--- config.mk ---
export PLATFORM = sky130hd
export DESIGN_NAME = exc_ctrl
export DESIGN_NICKNAME = d
export VERILOG_FILES = /design/src/rtl/exc_pkg.sv /design/src/rtl/irq_edge_det.sv /design/src/rtl/exc_ctrl.sv
export SDC_FILE = /design/constraint.sdc
export NUM_CORES = 1
export LEC_CHECK = 0
export BUFFER_PORTS_ARGS = -buffer_cell sky130_fd_sc_hd__clkbuf_2
export CAP_MARGIN = 0
export CORE_UTILIZATION = 51
export CTS_BUF_LIST = sky130_fd_sc_hd__clkbuf_2
export CTS_CLUSTER_SIZE = 28
export DETAILED_ROUTE_END_ITERATION = 16
export PLACE_DENSITY = 0.81
export SLEW_MARGIN = 20
export SYNTH_ARGS = -nofsm -noshare
export SYNTH_HDL_FRONTEND = slang
export SYNTH_SLANG_ARGS = --single-unit
--- constraint.sdc ---
create_clock -name clk -period 3 [get_ports clk]
set_input_delay 0.9 -clock clk [delete_from_list [all_inputs] [get_ports clk]]
set_output_delay 0.9 -clock clk [all_outputs]
set_load 0.1 [all_outputs]
--- src/rtl/exc_pkg.sv ---
// Shared definitions for the exception/interrupt controller: PC-select codes,
// controller states, trap vector addresses and the normal-flow decode helper.
package exc_pkg;

  // PC-select codes consumed by the PC-update unit
  localparam logic [2:0] PCSRC_NORMAL = 3'b000;  // PC + 4
  localparam logic [2:0] PCSRC_BRANCH = 3'b001;  // branch target
  localparam logic [2:0] PCSRC_JUMP   = 3'b010;  // jump target
  localparam logic [2:0] PCSRC_JR     = 3'b011;  // DataBusA (register or EPC)
  localparam logic [2:0] PCSRC_ILLOP  = 3'b100;  // interrupt vector
  localparam logic [2:0] PCSRC_XADR   = 3'b101;  // exception vector

  // Vector addresses the PC-update unit jumps to for codes 100 and 101
  localparam logic [31:0] ILLOP_VEC = 32'h8000_0004;
  localparam logic [31:0] XADR_VEC  = 32'h8000_0008;

  typedef enum logic {
    ST_USER   = 1'b0,
    ST_KERNEL = 1'b1
  } exc_state_e;

  // Fixed priority jr > jump > branch, regardless of how many flags are set
  function automatic logic [2:0] normal_pcsrc(input logic jr, input logic jump,
                                              input logic branch);
    logic [2:0] sel;
    if (jr) begin
      sel = PCSRC_JR;
    end else if (jump) begin
      sel = PCSRC_JUMP;
    end else if (branch) begin
      sel = PCSRC_BRANCH;
    end else begin
      sel = PCSRC_NORMAL;
    end
    return sel;
  endfunction

endpackage

--- src/rtl/irq_edge_det.sv ---
// Rising-edge detector for the external interrupt line.
// Config macro: EXC_CTRL_IRQ_SYNC_EN adds a two-flop synchroniser in front of
// the detector (two extra cycles of latency); without it irq must already be
// synchronous to clk.
// The flops here deliberately have no reset: they keep tracking the line level
// through reset, so a level that is already high when reset is released is not
// mistaken for a fresh edge.
module irq_edge_det (
  input  logic clk,
  input  logic irq,
  output logic irq_rise
);

  logic irq_lvl;

`ifdef EXC_CTRL_IRQ_SYNC_EN
  logic sync1_d, sync1_q;
  logic sync2_d, sync2_q;

  // Synchroniser next-state: plain shift
  always_comb begin
    sync1_d = irq;
    sync2_d = sync1_q;
  end

  // Two-flop synchroniser registers
  always_ff @(posedge clk) begin
    sync1_q <= sync1_d;
    sync2_q <= sync2_d;
  end

  assign irq_lvl = sync2_q;
`else
  assign irq_lvl = irq;
`endif

  logic prev_d, prev_q;

  // Previous-level next-state
  always_comb begin
    prev_d = irq_lvl;
  end

  // Previous-level register
  always_ff @(posedge clk) begin
    prev_q <= prev_d;
  end

  assign irq_rise = irq_lvl & ~prev_q;

endmodule

--- src/rtl/exc_ctrl.sv ---
// Exception and interrupt controller: produces the PC-select code from decode
// flags and the pending interrupt, tracks user/kernel mode and owns the EPC.
// Config macro: EXC_CTRL_IRQ_SYNC_EN (passed through to irq_edge_det).
module exc_ctrl
  import exc_pkg::*;
#(
  parameter logic [31:0] RESET_PC = 32'h0040_0000
) (
  input  logic        clk,
  input  logic        reset,
  input  logic [31:0] pc_cur,
  input  logic        dec_branch,
  input  logic        dec_jump,
  input  logic        dec_jr,
  input  logic        dec_eret,
  input  logic        dec_illop,
  input  logic        irq,
  output logic [2:0]  PCSrc,
  output logic        a_sel_epc,
  output logic        squash,
  output logic [31:0] epc,
  output logic        kernel_mode,
  output logic        irq_ack
);

  exc_state_e  state_d, state_q;
  logic        pend_d, pend_q;
  logic [31:0] epc_d, epc_q;
  logic        irq_rise;
  logic        take_irq;
  logic [2:0]  normal_sel;

  irq_edge_det u_irq_edge_det (
    .clk      (clk),
    .irq      (irq),
    .irq_rise (irq_rise)
  );

  assign normal_sel = normal_pcsrc(dec_jr, dec_jump, dec_branch);

  // Trap/return decision and next state; outputs are combinational from inputs and state
  always_comb begin
    PCSrc     = normal_sel;
    a_sel_epc = 1'b0;
    squash    = 1'b0;
    irq_ack   = 1'b0;
    take_irq  = 1'b0;
    state_d   = state_q;
    epc_d     = epc_q;
    case (state_q)
      ST_USER: begin
        // eret has no meaning in user mode and is treated as an illegal op
        if (dec_illop || dec_eret) begin
          PCSrc   = PCSRC_XADR;
          squash  = 1'b1;
          epc_d   = pc_cur + 32'd4;
          state_d = ST_KERNEL;
        end else if (pend_q) begin
          // The current instruction is squashed and re-executed on return
          PCSrc    = PCSRC_ILLOP;
          squash   = 1'b1;
          irq_ack  = 1'b1;
          take_irq = 1'b1;
          epc_d    = pc_cur;
          state_d  = ST_KERNEL;
        end
      end
      ST_KERNEL: begin
        if (dec_eret) begin
          PCSrc     = PCSRC_JR;
          a_sel_epc = 1'b1;
          state_d   = ST_USER;
        end else if (dec_illop) begin
          // Double fault: vector again but keep the original return address
          PCSrc  = PCSRC_XADR;
          squash = 1'b1;
        end
      end
      default: begin
        state_d = ST_USER;
      end
    endcase
  end

  // Pending latch: taking the interrupt wins over a same-cycle new edge
  always_comb begin
    pend_d = pend_q;
    if (take_irq) begin
      pend_d = 1'b0;
    end else if (irq_rise) begin
      pend_d = 1'b1;
    end
  end

  // State, pending and EPC registers with synchronous active-low reset
  always_ff @(posedge clk) begin
    if (!reset) begin
      state_q <= ST_USER;
      pend_q  <= 1'b0;
      epc_q   <= RESET_PC;
    end else begin
      state_q <= state_d;
      pend_q  <= pend_d;
      epc_q   <= epc_d;
    end
  end

  assign epc         = epc_q;
  assign kernel_mode = (state_q == ST_KERNEL);

endmodule

Word-level counts from Yosys, hierarchy flattened
Index checks and enable logic that the tools add are counted.
Widths: inputs -> output; s select.

storage, ports and cells
  logic and storage cells = 34
  register bits after elaboration = 35
  output and inout port bits = 39

operators by class
  bitwise gates (word level) = 4
  add/subtract/negate cells = 1
  reduce and logical (&&, ||, !) cells = 4
  mux-type cells = 21

operators with widths
  operator               number
  $mux 32                2
  $add 32x3->32 const B  1
  $mux 3                 5
  $mux 1                 10
  $pmux 3 s2             1
  $pmux 1 s2             2
  $not 1->1              3
  $mux 2                 1
  $reduce_and 2->1       1
  $reduce_bool 2->1      1
  $reduce_or 2->1        1
  $and 1x1->1            1
  $logic_or 1x1->1       1

Logic depth before layout (Yosys ltp)
Gate-level depths: netlist of run 1.

  depth after elaboration = 6
  gate-level depth with buffers = 7
  mapped depth without buffers = 5

Cells and area by module
A second synthesis of run 1 with hierarchy kept.

unflattened totals
  cell total of the unflattened synthesis = 263
  area, all modules = 2060.7 um2

by module, submodules not included
  module        sequential area each (um2)  cells an instance  area each (um2)  instances
  exc_ctrl      680.7                       261                2026.9           1
  irq_edge_det  20.0                        2                  33.8             1

Least setup slack after synthesis of run 1
No wires, ideal clock.

  path kind = input to output
  start point = in dec_illop
  end point = out PCSrc[0]
  required time = 2.100 ns
  path slack = -4.034 ns
  cell stages on the path = 3
  arrival time = 6.134 ns
  cell sequence = clkbuf_2 -> nor4b_1 -> a21oi_1

between the ends
  longest elaborated chain between the ends = 3
  elaborated cells on any way between the ends = 5
  classes of those cells = mux: 4; reduce/logical: 1

ends and longest elaborated chain
  item                                        RTL line                        text
  from (decl)                                 exc_ctrl.sv:16                  input logic dec_illop,
  $mux 3 or $logic_or 1x1->1 (tied branches)  exc_ctrl.sv:73, exc_ctrl.sv:53
  $mux 3 (on tied branches)                   exc_ctrl.sv:69, exc_ctrl.sv:53
  $pmux 3 s2 *                                exc_ctrl.sv:50                  case (state_q)
  to (decl)                                   exc_ctrl.sv:18                  output logic [2:0] PCSrc,

Mark *: on every way between the ends. The rest lies on a longest branch, timed or not.

Final worst setup path of run 1
  start point = in dec_eret
  end point = out PCSrc[1]

between the ends
  longest elaborated chain between the ends = 3
  elaborated cells on any way between the ends = 4
  classes of those cells = mux: 3; reduce/logical: 1

ends and longest elaborated chain
  item              RTL line        text
  from (decl)       exc_ctrl.sv:15  input logic dec_eret,
  $logic_or 1x1->1  exc_ctrl.sv:53  if (dec_illop || dec_eret) begin
  $mux 3            exc_ctrl.sv:53
  $pmux 3 s2 *      exc_ctrl.sv:50

Marked as above.

==> flow_metrics.env, run 1 <==
export IMPL_final_area_sq_um=2660
export IMPL_synth_top_area_share_pct=33.9
export IMPL_fillerInstances=334
export IMPL_required_ns=2.10
export IMPL_vias=2392
export IMPL_post_cts_setup_buffers=0
export IMPL_ir_drop_mv=0.319
export IMPL_cts_hold_buffers_added=0
export IMPL_hold_path_class="reg2reg"
export IMPL_clk_pin_slew_worst_paths_ns=0.16
export IMPL_crit_arrival_ns=1.81
export IMPL_cts_path_max_buffers=2
export IMPL_ctsHtreeMaxLevel=2
export IMPL_slew_limit_headroom_pct=62.7
export IMPL_core_sq_um=3770
export IMPL_fin_skew_ns=0.0186
export IMPL_drtPass1Iterations=5
export IMPL_area_growth_pct=28.6
export IMPL_drt_initial_drc_count=138
export IMPL_synth_largest_area_cell="dfxtp_1"
export IMPL_grt_usage_pct=28.1
export IMPL_antenna_found_initial=0
export IMPL_drive_gt1_share_pct=30.5
export IMPL_async_flop_share_pct=0
export IMPL_powerDensity_nw_per_um2=531
export IMPL_worstSetupStartpointType="input port"
export IMPL_cp_slowest_cell="nor3_1"
export IMPL_fin_nets=378
export IMPL_finalSetupViolations=0
export IMPL_crit_family="simple AND/OR/NAND/NOR gates"
export IMPL_max_freq_mhz=369
export IMPL_p_int_uw=708
export IMPL_p_sw_share_pct=49.7
export IMPL_syn_area_sq_um=2060
export IMPL_ys_seq_area_share_pct=33.9
export IMPL_synthFlopType="dfxtp_1"
export IMPL_p_sw_uw=701
export IMPL_ys_seq_elements=35
export IMPL_finalHoldViolCount=0
export IMPL_drc_errors=0
export IMPL_synthTopCellsByArea="dfxtp_1, nand3_1, nand2_1"
export IMPL_synth_edf_count=0
export IMPL_dp_slack_ns=0.293
export IMPL_viasPerCell=6.20
export IMPL_routabilityCongestion=0.841
export IMPL_slowest_delay_ns=0.26
export IMPL_crit_chain="clkbuf_2 -> and2_2 -> nor3_1 -> nor2_4 -> buf_12"
export IMPL_numCtsBuffers=5
export IMPL_min_period_ns=2.71
export IMPL_die_h_um=65.6
export IMPL_post_drt_wl_per_cell_um=14.7
export IMPL_critPathLaunch="dec_eret"
export IMPL_synth_cell_types=41
export IMPL_fin_crit_sh_pct=90.4
export IMPL_slew_violations=0
export IMPL_io_pins=79
export IMPL_routed_wl_um=5680
export IMPL_ctsResizeCount=0
export IMPL_status="finished clean"
export IMPL_dp_hpwl_um=4090
export IMPL_synth_area_per_cell_sq_um=7.73
export IMPL_placed_cell_area_sq_um=2620
export IMPL_clkPwrFrac_pct=15.8
export IMPL_maxCapViolations=0
export IMPL_synthCells=267
export IMPL_grt_pass1_wl_um=9340
export IMPL_power_total_mw=1.41
export IMPL_seq_power_share_pct=38.3
export IMPL_cts_root_buffer="clkbuf_2"
export IMPL_hold_path_startpoint="epc[1]"
export IMPL_path_class="in2out"
export IMPL_crit_fanout=10
export IMPL_dieArea_sq_um=4310
export IMPL_pwr_share_comb_pct=45.9
export IMPL_first_global_vias=2080
export IMPL_grt_overflow=0
export IMPL_rows=22
export IMPL_clk_latency_ns=0.39
export IMPL_rsz0062_at_grt="false"
export IMPL_grt_max_degree=53
export IMPL_crit_buf_inv=2
export IMPL_diodes=0
export IMPL_synth_nets=308
export IMPL_fp_dieW_um=65.6
export IMPL_tightest_slew_ns=0.562
export IMPL_fin_ws_ns=0.289
export IMPL_synth_warnings=0
export IMPL_cts_tree="done"
export IMPL_r2r_start="pend_q"
export IMPL_worstSetupEndpointType="primary output"
export IMPL_power_leakage_nw=1.08
export IMPL_antenna_left=0
export IMPL_clock_sinks=35
export IMPL_io_buffers=78
export IMPL_initial_utilization_pct=54.7
==> metrics by stage <==
stage	hold slack [ns]	utilization (%)	TNS, ns	instances
final	0.469	70.4	0	386
after global routing	0.481	70.4	0	386
after CTS	0.465	70.4	0	386
after detailed placement	0.445	69.3	0	378
after global placement	0.441	69.3	0	378
after floorplan	0.509	-	-0.763	267
==> cells by family (layout without fill, tap and decap cells) <==
group | Yosys count | count (layout) | share of synthesized area, %
AOI/OAI and AO/OA | 64 | 64 | 21.1
adders and majority gates | 1 | 1 | 0.606
DFF | 35 | 35 | 33.9
xor gates and xnor gates | 9 | 9 | 3.82
and+or+nand+nor | 131 | 131 | 34.8
buffers and inverters | 27 | 98 | 5.76
==> worst register-to-register path: cells and delay by family, from the launching register on <==
kind                   cells  cell delay [ns]
flip-flops                 1             0.43
buffers and inverters      2             0.41
AND/OR/NAND/NOR            3             0.31
AO/OA/AOI/OAI              1             0.29
==> cells in the mapped netlist (4+ instances only) <==
master and instances:
a31oi_1 7, o31ai_1 10, or4b_1 4, nand3_1 21
dfxtp_1 35, nor2_1 20, and2_1 5, and3_1 5
or3_1 5, o21ai_0 16, inv_1 4, xor2_1 6
nand4_1 14, or4_1 11, clkbuf_1 14, a311oi_1 7
buf_2 4, a21oi_1 9, nor3_1 8, a211oi_1 7
nor4_1 7, nand2_1 24
==> layout make-up <==
class / count / area [sq um] / area share, %
Inverter: 5 / 18.8 / 0.707
Timing Repair Buffer: 85 / 533 / 20.1
Sequential cell: 35 / 702 / 26.4
Multi-Input combinational cell: 205 / 1300 / 49.0
Tap cell: 48 / 60.1 / 2.26
Clock inverter: 1 / 5.00 / 0.189
Clock buffer: 7 / 35.0 / 1.32
==> power by group through the flow <==
stage | clock [mW] | combinational, mW | sequential (mW)
after floorplan | 0 | 0.190 | 0.858
after global placement | 0 | 0.638 | 0.549
after detailed placement | 0 | 0.644 | 0.550
after CTS | 0.228 | 0.646 | 0.540
after global routing | 0.250 | 0.678 | 0.546
final | 0.223 | 0.647 | 0.540
==> layout by cell type (no fill, tap or decap), types with 7 or more instances in the layout <==
| cell | synthesis | routed |
|---|---|---|
| o31ai_1 | 10 | 10 |
| or4_1 | 11 | 11 |
| nor4_1 | 7 | 7 |
| a21oi_1 | 9 | 8 |
| nor3_1 | 8 | 8 |
| buf_4 | 1 | 7 |
| nand3_1 | 21 | 21 |
| nand4_1 | 14 | 14 |
| nor2_1 | 20 | 18 |
| a311oi_1 | 7 | 7 |
| a31oi_1 | 7 | 7 |
| dfxtp_1 | 35 | 34 |
| a211oi_1 | 7 | 7 |
| nand2_1 | 24 | 24 |
| clkbuf_2 | 1 | 79 |
| o21ai_0 | 16 | 16 |
==> metal layers <==
metal	GRT usage, %	part of all wire, %	up-vias	wire length [um]
li1	-	-	1169	-
met1	34.5	44	1105	2510
met2	46.7	46	106	2630
met3	7.12	7.3	12	412
met4	10.6	2.2	0	127
met5	0	0	-	0
==> worst paths after layout <==
| path | to | slack [ns] | depth (start not counted) |
|---|---|---|---|
| worst max-delay path | PCSrc[1] | 0.29 | 5 |
| worst min-delay path | epc[1] | 0.47 | 2 |
| worst max register to register | epc[3] | 1.46 | 6 |
| worst min register to register | epc[1] | 0.47 | 2 |
==> registers in the layout, indices dropped and copies added (netlist names) <==
| name | flops |
|---|---|
| u_irq_edge_det.prev_q | 1 |
| pend_q | 1 |
| epc | 32 |
| kernel_mode | 1 |
(Power assumes the default switching activity.)
==> run 2, diff against run 1 <==
--- a/config.mk
+++ b/config.mk
@@ -5,9 +5,10 @@
 export SDC_FILE = /design/constraint.sdc
 export NUM_CORES = 1
 export LEC_CHECK = 0
+export ABC_AREA = 1
 export BUFFER_PORTS_ARGS = -buffer_cell sky130_fd_sc_hd__clkbuf_2
 export CAP_MARGIN = 0
-export CORE_UTILIZATION = 51
+export CORE_UTILIZATION = 52
 export CTS_BUF_LIST = sky130_fd_sc_hd__clkbuf_2
 export CTS_CLUSTER_SIZE = 28
 export DETAILED_ROUTE_END_ITERATION = 16
==> run 2 against run 1 <==
Against the previous run: clock-buffer cell count is 2 lower; flip-flop and latch count stayed put; synthesized area is 7.0% higher; maximum frequency is 1.8% lower; global-route usage is 1.4 points lower; sequential power hardly changed; core utilization is 1.2 points lower; largest power group unchanged.
==> flow_metrics.env, run 2 <==
export IMPL_fin_skew_ns=0.00924
export IMPL_grt_max_degree=36
export IMPL_worstRegToRegCells=9
export IMPL_ctsHtreeMaxLevel=2
export IMPL_r2r_slack_ns=1.19
export IMPL_async_flop_share_pct=0
export IMPL_rr_endpoint="epc[27]"
export IMPL_cpMostUsedCell="nor2_2"
export IMPL_clk_pin_slew_worst_paths_ns=0.18
export IMPL_drc_errors=0
export IMPL_area_growth_pct=26.2
export IMPL_clock_sinks=35
export IMPL_critPathLaunch="dec_eret"
export IMPL_crit_buf_inv=3
export IMPL_post_cts_setup_buffers=0
export IMPL_clkPwrFrac_pct=15.3
export IMPL_min_period_ns=2.76
export IMPL_synth_top_area_share_pct=31.7
export IMPL_numCtsBuffers=5
export IMPL_vias=2426
export IMPL_drt_initial_drc_count=161
export IMPL_viasPerCell=5.10
export IMPL_powerDensity_nw_per_um2=518
export IMPL_slowest_delay_ns=0.26
export IMPL_post_drt_wl_per_cell_um=11.6
export IMPL_io_buffers=78
export IMPL_worstSetupPathDepth=6
export IMPL_ys_seq_elements=35
export IMPL_diodes=0
export IMPL_core_sq_um=4030
export IMPL_crit_chain="clkbuf_2 -> nor2_2 -> inv_2 -> a211oi_1 -> nor2_2 -> buf_12"
export IMPL_antenna_left=0
export IMPL_synthCells=349
export IMPL_crit_fanout=10
export IMPL_power_leakage_nw=1.36
export IMPL_worstSetupStartpointType="input port"
export IMPL_routed_wl_um=5510
export IMPL_ir_drop_mv=0.328
export IMPL_cts_path_max_buffers=2
export IMPL_cts_root_buffer="clkbuf_2"
export IMPL_fin_crit_sh_pct=92.0
export IMPL_first_global_vias=2136
export IMPL_hold_path_class="reg2reg"
export IMPL_p_int_uw=700
export IMPL_syn_area_sq_um=2210
export IMPL_drtPass1Iterations=4
export IMPL_synthTopCellsByArea="dfxtp_1, nand2_1, nor2_1"
export IMPL_grt_overflow=0
export IMPL_antenna_found_initial=0
export IMPL_synth_area_per_cell_sq_um=6.33
export IMPL_path_class="in2out"
export IMPL_synth_edf_count=0
export IMPL_maxCapViolations=0
export IMPL_cts_hold_buffers_added=0
export IMPL_cp_slowest_cell="a211oi_1"
export IMPL_synth_nets=390
export IMPL_power_total_mw=1.44
export IMPL_fin_util_pct=69.2
export IMPL_cts_tree="done"
export IMPL_rsz0062_at_grt="false"
export IMPL_p_sw_uw=744
export IMPL_grt_pass1_wl_um=9140
export IMPL_fin_ws_ns=0.240
export IMPL_dp_hpwl_um=4350
export IMPL_ctsResizeCount=0
export IMPL_fp_dieW_um=67.2
export IMPL_crit_arrival_ns=1.86
export IMPL_netlist_top_cells_count="nand2_1, nor2_1, inv_1"
export IMPL_mostFrequentLayoutCell="nand2_1"
export IMPL_rows=23
export IMPL_die_h_um=67.2
export IMPL_yosysMostFrequentCell="nand2_1"
export IMPL_finalHoldViolCount=0
export IMPL_io_pins=79
export IMPL_crit_family="buffers and inverters"
export IMPL_grt_usage_pct=26.7
export IMPL_routabilityCongestion=0.890
export IMPL_slew_limit_headroom_pct=63.7
export IMPL_synth_cell_types=30
export IMPL_dieArea_sq_um=4510
export IMPL_synth_warnings=0
export IMPL_status="finished clean"
export IMPL_seq_power_share_pct=37.4
export IMPL_max_freq_mhz=362
export IMPL_fin_nets=466
export IMPL_initial_utilization_pct=54.8
export IMPL_finalSetupViolations=0
export IMPL_required_ns=2.10
export IMPL_worstSetupEndpointType="primary output"
export IMPL_p_sw_share_pct=51.5
export IMPL_slew_violations=0
export IMPL_tightest_slew_ns=0.547
export IMPL_clk_latency_ns=0.40
export IMPL_largest_register_ffs=32
export IMPL_crit_end="PCSrc[0]"
export IMPL_synthFlopType="dfxtp_1"
export IMPL_drive_gt1_share_pct=27.9
export IMPL_final_cell_mix="nand2_1, clkbuf_2, nor2_1, inv_1, dfxtp_1"
export IMPL_synth_largest_area_cell="dfxtp_1"
export IMPL_ys_seq_area_share_pct=31.7
export IMPL_r2r_start="kernel_mode"
export IMPL_dp_slack_ns=0.223
export IMPL_pwr_share_comb_pct=47.3
## run 2: through the flow
stage,instance area (sq um),TNS (ns),hold slack (ns),instances
finish,2790,0,0.485,476
global route,2790,0,0.518,476
CTS,2790,0,0.490,476
detailed placement,2750,0,0.464,468
global placement,2750,0,0.452,468
floorplan,2270,-0.544,0.492,349
## run 2: logic make-up (layout without fill, tap and decap cells)
kind of cell	after synthesis	after routing	share of synthesized area (%)
simple gates	190	190	38.8
xor+xnor	10	10	3.97
fa+ha+maj	1	1	0.566
buf+inv	51	128	9.69
flops	35	35	31.7
compound gates	62	62	15.2
## run 2: tightest hold or removal path, delay by kind of cell, from the launching register on
family	cells	cell delay, ns
AND/OR/NAND/NOR	1	0.06
AO/OA/AOI/OAI	1	0.06
flip-flops	1	0.35
## run 2: power groups by stage
| stage | combinational (mW) | clock [mW] | sequential (mW) |
|---|---|---|---|
| after floorplan | 0.210 | 0 | 0.888 |
| after global placement | 0.677 | 0 | 0.547 |
| after detailed placement | 0.685 | 0 | 0.550 |
| after CTS | 0.687 | 0.228 | 0.540 |
| after global routing | 0.723 | 0.241 | 0.546 |
| final | 0.684 | 0.221 | 0.540 |
## run 2: final cells by class
type | count | area, sq um
flip-flops and latches | 35 | 702
clock inverters | 3 | 15.0
fillers | 375 | 1240
multi-input cells | 263 | 1340
repair buffers | 80 | 493
clock buffers | 5 | 25.0
inverters | 40 | 154
well taps | 50 | 62.6
## run 2: worst min-delay path by stage
stage / from / to / slack, ns / cells after the start
floorplan: pend_q / pend_q / 0.49 / 2
global placement: epc[22] / epc[22] / 0.45 / 2
detailed placement: epc[22] / epc[22] / 0.46 / 2
CTS: epc[1] / epc[1] / 0.49 / 2
global route: epc[0] / epc[0] / 0.52 / 2
finish: epc[1] / epc[1] / 0.48 / 2
## run 2: metal layers
| metal | wire length, um | global-route usage, % | up-vias |
|---|---|---|---|
| met5 | 0 | 0 | - |
| met4 | 95 | 10.9 | 0 |
| met3 | 342 | 5.74 | 11 |
| met2 | 2590 | 45.5 | 78 |
| met1 | 2480 | 32.3 | 1065 |
| li1 | - | - | 1272 |
==> run 3, diff against run 2 <==
==> constraint.sdc (replaced) <==
create_clock -name clk -period 3 [get_ports clk]
set_input_delay 0.9 -clock clk [delete_from_list [all_inputs] [get_ports clk]]
set_output_delay 0.9 -clock clk [all_outputs]
set_load 0.05 [all_outputs]
==> run 3 against run 2 <==
Against the previous run: clock-buffer cell count unchanged; flip-flop and latch count unchanged; die area unchanged; worst setup slack better by 0.10 ns; final area down 4.0%; global-route usage down 0.71 points; combinational power down 33%; first-iteration DRC count down 24%; clock skew down 0.0069 ns; register-to-register slack better by 0.14 ns; wire length up 0.18%; core utilization down 2.7 points; critical path type unchanged; critical endpoint unchanged; largest cell class unchanged; largest power group is now sequential cells; highest routed layer unchanged.
==> flow_metrics.env, run 3 (synthesized netlist as in run 2, its figures left out) <==
export IMPL_viasPerCell=5.05
export IMPL_hold_path_startpoint="epc[0]"
export IMPL_min_period_ns=2.66
export IMPL_maxCapViolations=0
export IMPL_rsz0062_at_grt="false"
export IMPL_required_ns=2.10
export IMPL_top_layer="met4"
export IMPL_fin_skew_ns=0.00235
export IMPL_path_class="in2out"
export IMPL_hold_path_class="reg2reg"
export IMPL_ctsHtreeMaxLevel=2
export IMPL_area_growth_pct=21.2
export IMPL_cts_tree="done"
export IMPL_io_buffers=78
export IMPL_cts_root_buffer="clkbuf_2"
export IMPL_rows=23
export IMPL_grt_pass1_wl_um=8890
export IMPL_wl_met1_um=2490
export IMPL_worstSetupStartpointType="input port"
export IMPL_met3WireLength_um=344
export IMPL_clk_pin_slew_worst_paths_ns=0.19
export IMPL_numCtsBuffers=5
export IMPL_clk_latency_ns=0.40
export IMPL_mostFrequentLayoutCell="nand2_1"
export IMPL_fin_ws_ns=0.342
export IMPL_largest_register_ffs=32
export IMPL_power_leakage_nw=1.33
export IMPL_routed_wl_um=5520
export IMPL_fin_nets=466
export IMPL_first_global_vias=2117
export IMPL_ir_drop_mv=0.214
export IMPL_io_pins=79
export IMPL_grt_max_degree=34
export IMPL_grt_overflow=0
export IMPL_critPathLaunch="dec_illop"
export IMPL_drive_gt1_share_pct=26.8
export IMPL_crit_arrival_ns=1.76
export IMPL_die_h_um=67.2
export IMPL_core_sq_um=4030
export IMPL_dieArea_sq_um=4510
export IMPL_vias=2403
export IMPL_fillerInstances=412
export IMPL_drtPass1Iterations=5
export IMPL_post_cts_setup_buffers=0
export IMPL_powerDensity_nw_per_um2=458
export IMPL_dp_slack_ns=0.336
export IMPL_fp_dieW_um=67.2
export IMPL_antenna_found_initial=0
export IMPL_drt_initial_drc_count=123
export IMPL_max_freq_mhz=376
export IMPL_clock_sinks=35
export IMPL_worstSetupEndpointType="primary output"
export IMPL_ctsResizeCount=0
export IMPL_r2r_start="kernel_mode"
export IMPL_cts_path_max_buffers=2
export IMPL_post_drt_wl_per_cell_um=11.6
export IMPL_slew_limit_headroom_pct=72.0
export IMPL_crit_fanout=10
export IMPL_dp_hpwl_um=4310
export IMPL_routabilityCongestion=0.918
export IMPL_slew_violations=0
export IMPL_cts_hold_buffers_added=0
export IMPL_status="finished clean"
export IMPL_final_cell_mix="nand2_1, clkbuf_2, nor2_1, inv_1, dfxtp_1"
export IMPL_grt_usage_pct=26.0
export IMPL_initial_utilization_pct=54.8
export IMPL_drc_errors=0
export IMPL_diodes=0
export IMPL_finalHoldViolCount=0
export IMPL_fin_crit_sh_pct=88.6
export IMPL_finalSetupViolations=0
export IMPL_antenna_left=0
export IMPL_timing_setup_tns_ns=0
export IMPL_tightest_slew_ns=0.420
export IMPL_dr_wl_met2_um=2610
==> run 3: final cells by class <==
type                    instances  area [sq um]  area share [%]
clock inverters                 3          20.0           0.748
inverters                      40           150            5.61
well taps                      50          62.6            2.34
multi-input cells             263          1300            48.6
flip-flops and latches         35           701            26.2
repair buffers                 80           418            15.6
clock buffers                   5          25.0           0.935
==> run 3: path summary, 6_finish.rpt <==
check | to | slack [ns] | cells past startpoint
min reg2reg | epc[0] | 0.48 | 2
min | epc[0] | 0.48 | 2
max reg2reg | epc[28] | 1.33 | 9
max | PCSrc[0] | 0.34 | 6
==> run 3: per-stage QoR <==
step                      cells  utilization (%)  hold slack, ns  power (mW)  area (sq um)
after floorplan             349                -           0.492       0.886          2210
after global routing        476             66.4           0.503        1.29          2680
final                       476             66.4           0.482        1.22          2680
after detailed placement    468             65.3           0.459        1.01          2630
after CTS                   476             66.4           0.486        1.23          2680
after global placement      468             65.3           0.454       0.997          2630
==> run 3: critical path: stages <==
cell and delay, ns:
clkbuf_2 0.09, nor2_2 0.15, inv_2 0.12, a211oi_1 0.20, nor2_1 0.06, clkbuf_2 0.23
==> run 3: where the power goes <==
part	internal (mW)	switching (mW)
registers	0.514	0.0235
clock network	0.0551	0.174
logic	0.114	0.343
total	0.683	0.541
==> run 3: layer usage <==
metal | vias up | GRT usage [%]
met2 | 82 | 45.8
met3 | 7 | 5.57
met1 | 1049 | 30.7
met4 | 0 | 9.57
met5 | - | 0
li1 | 1265 | -
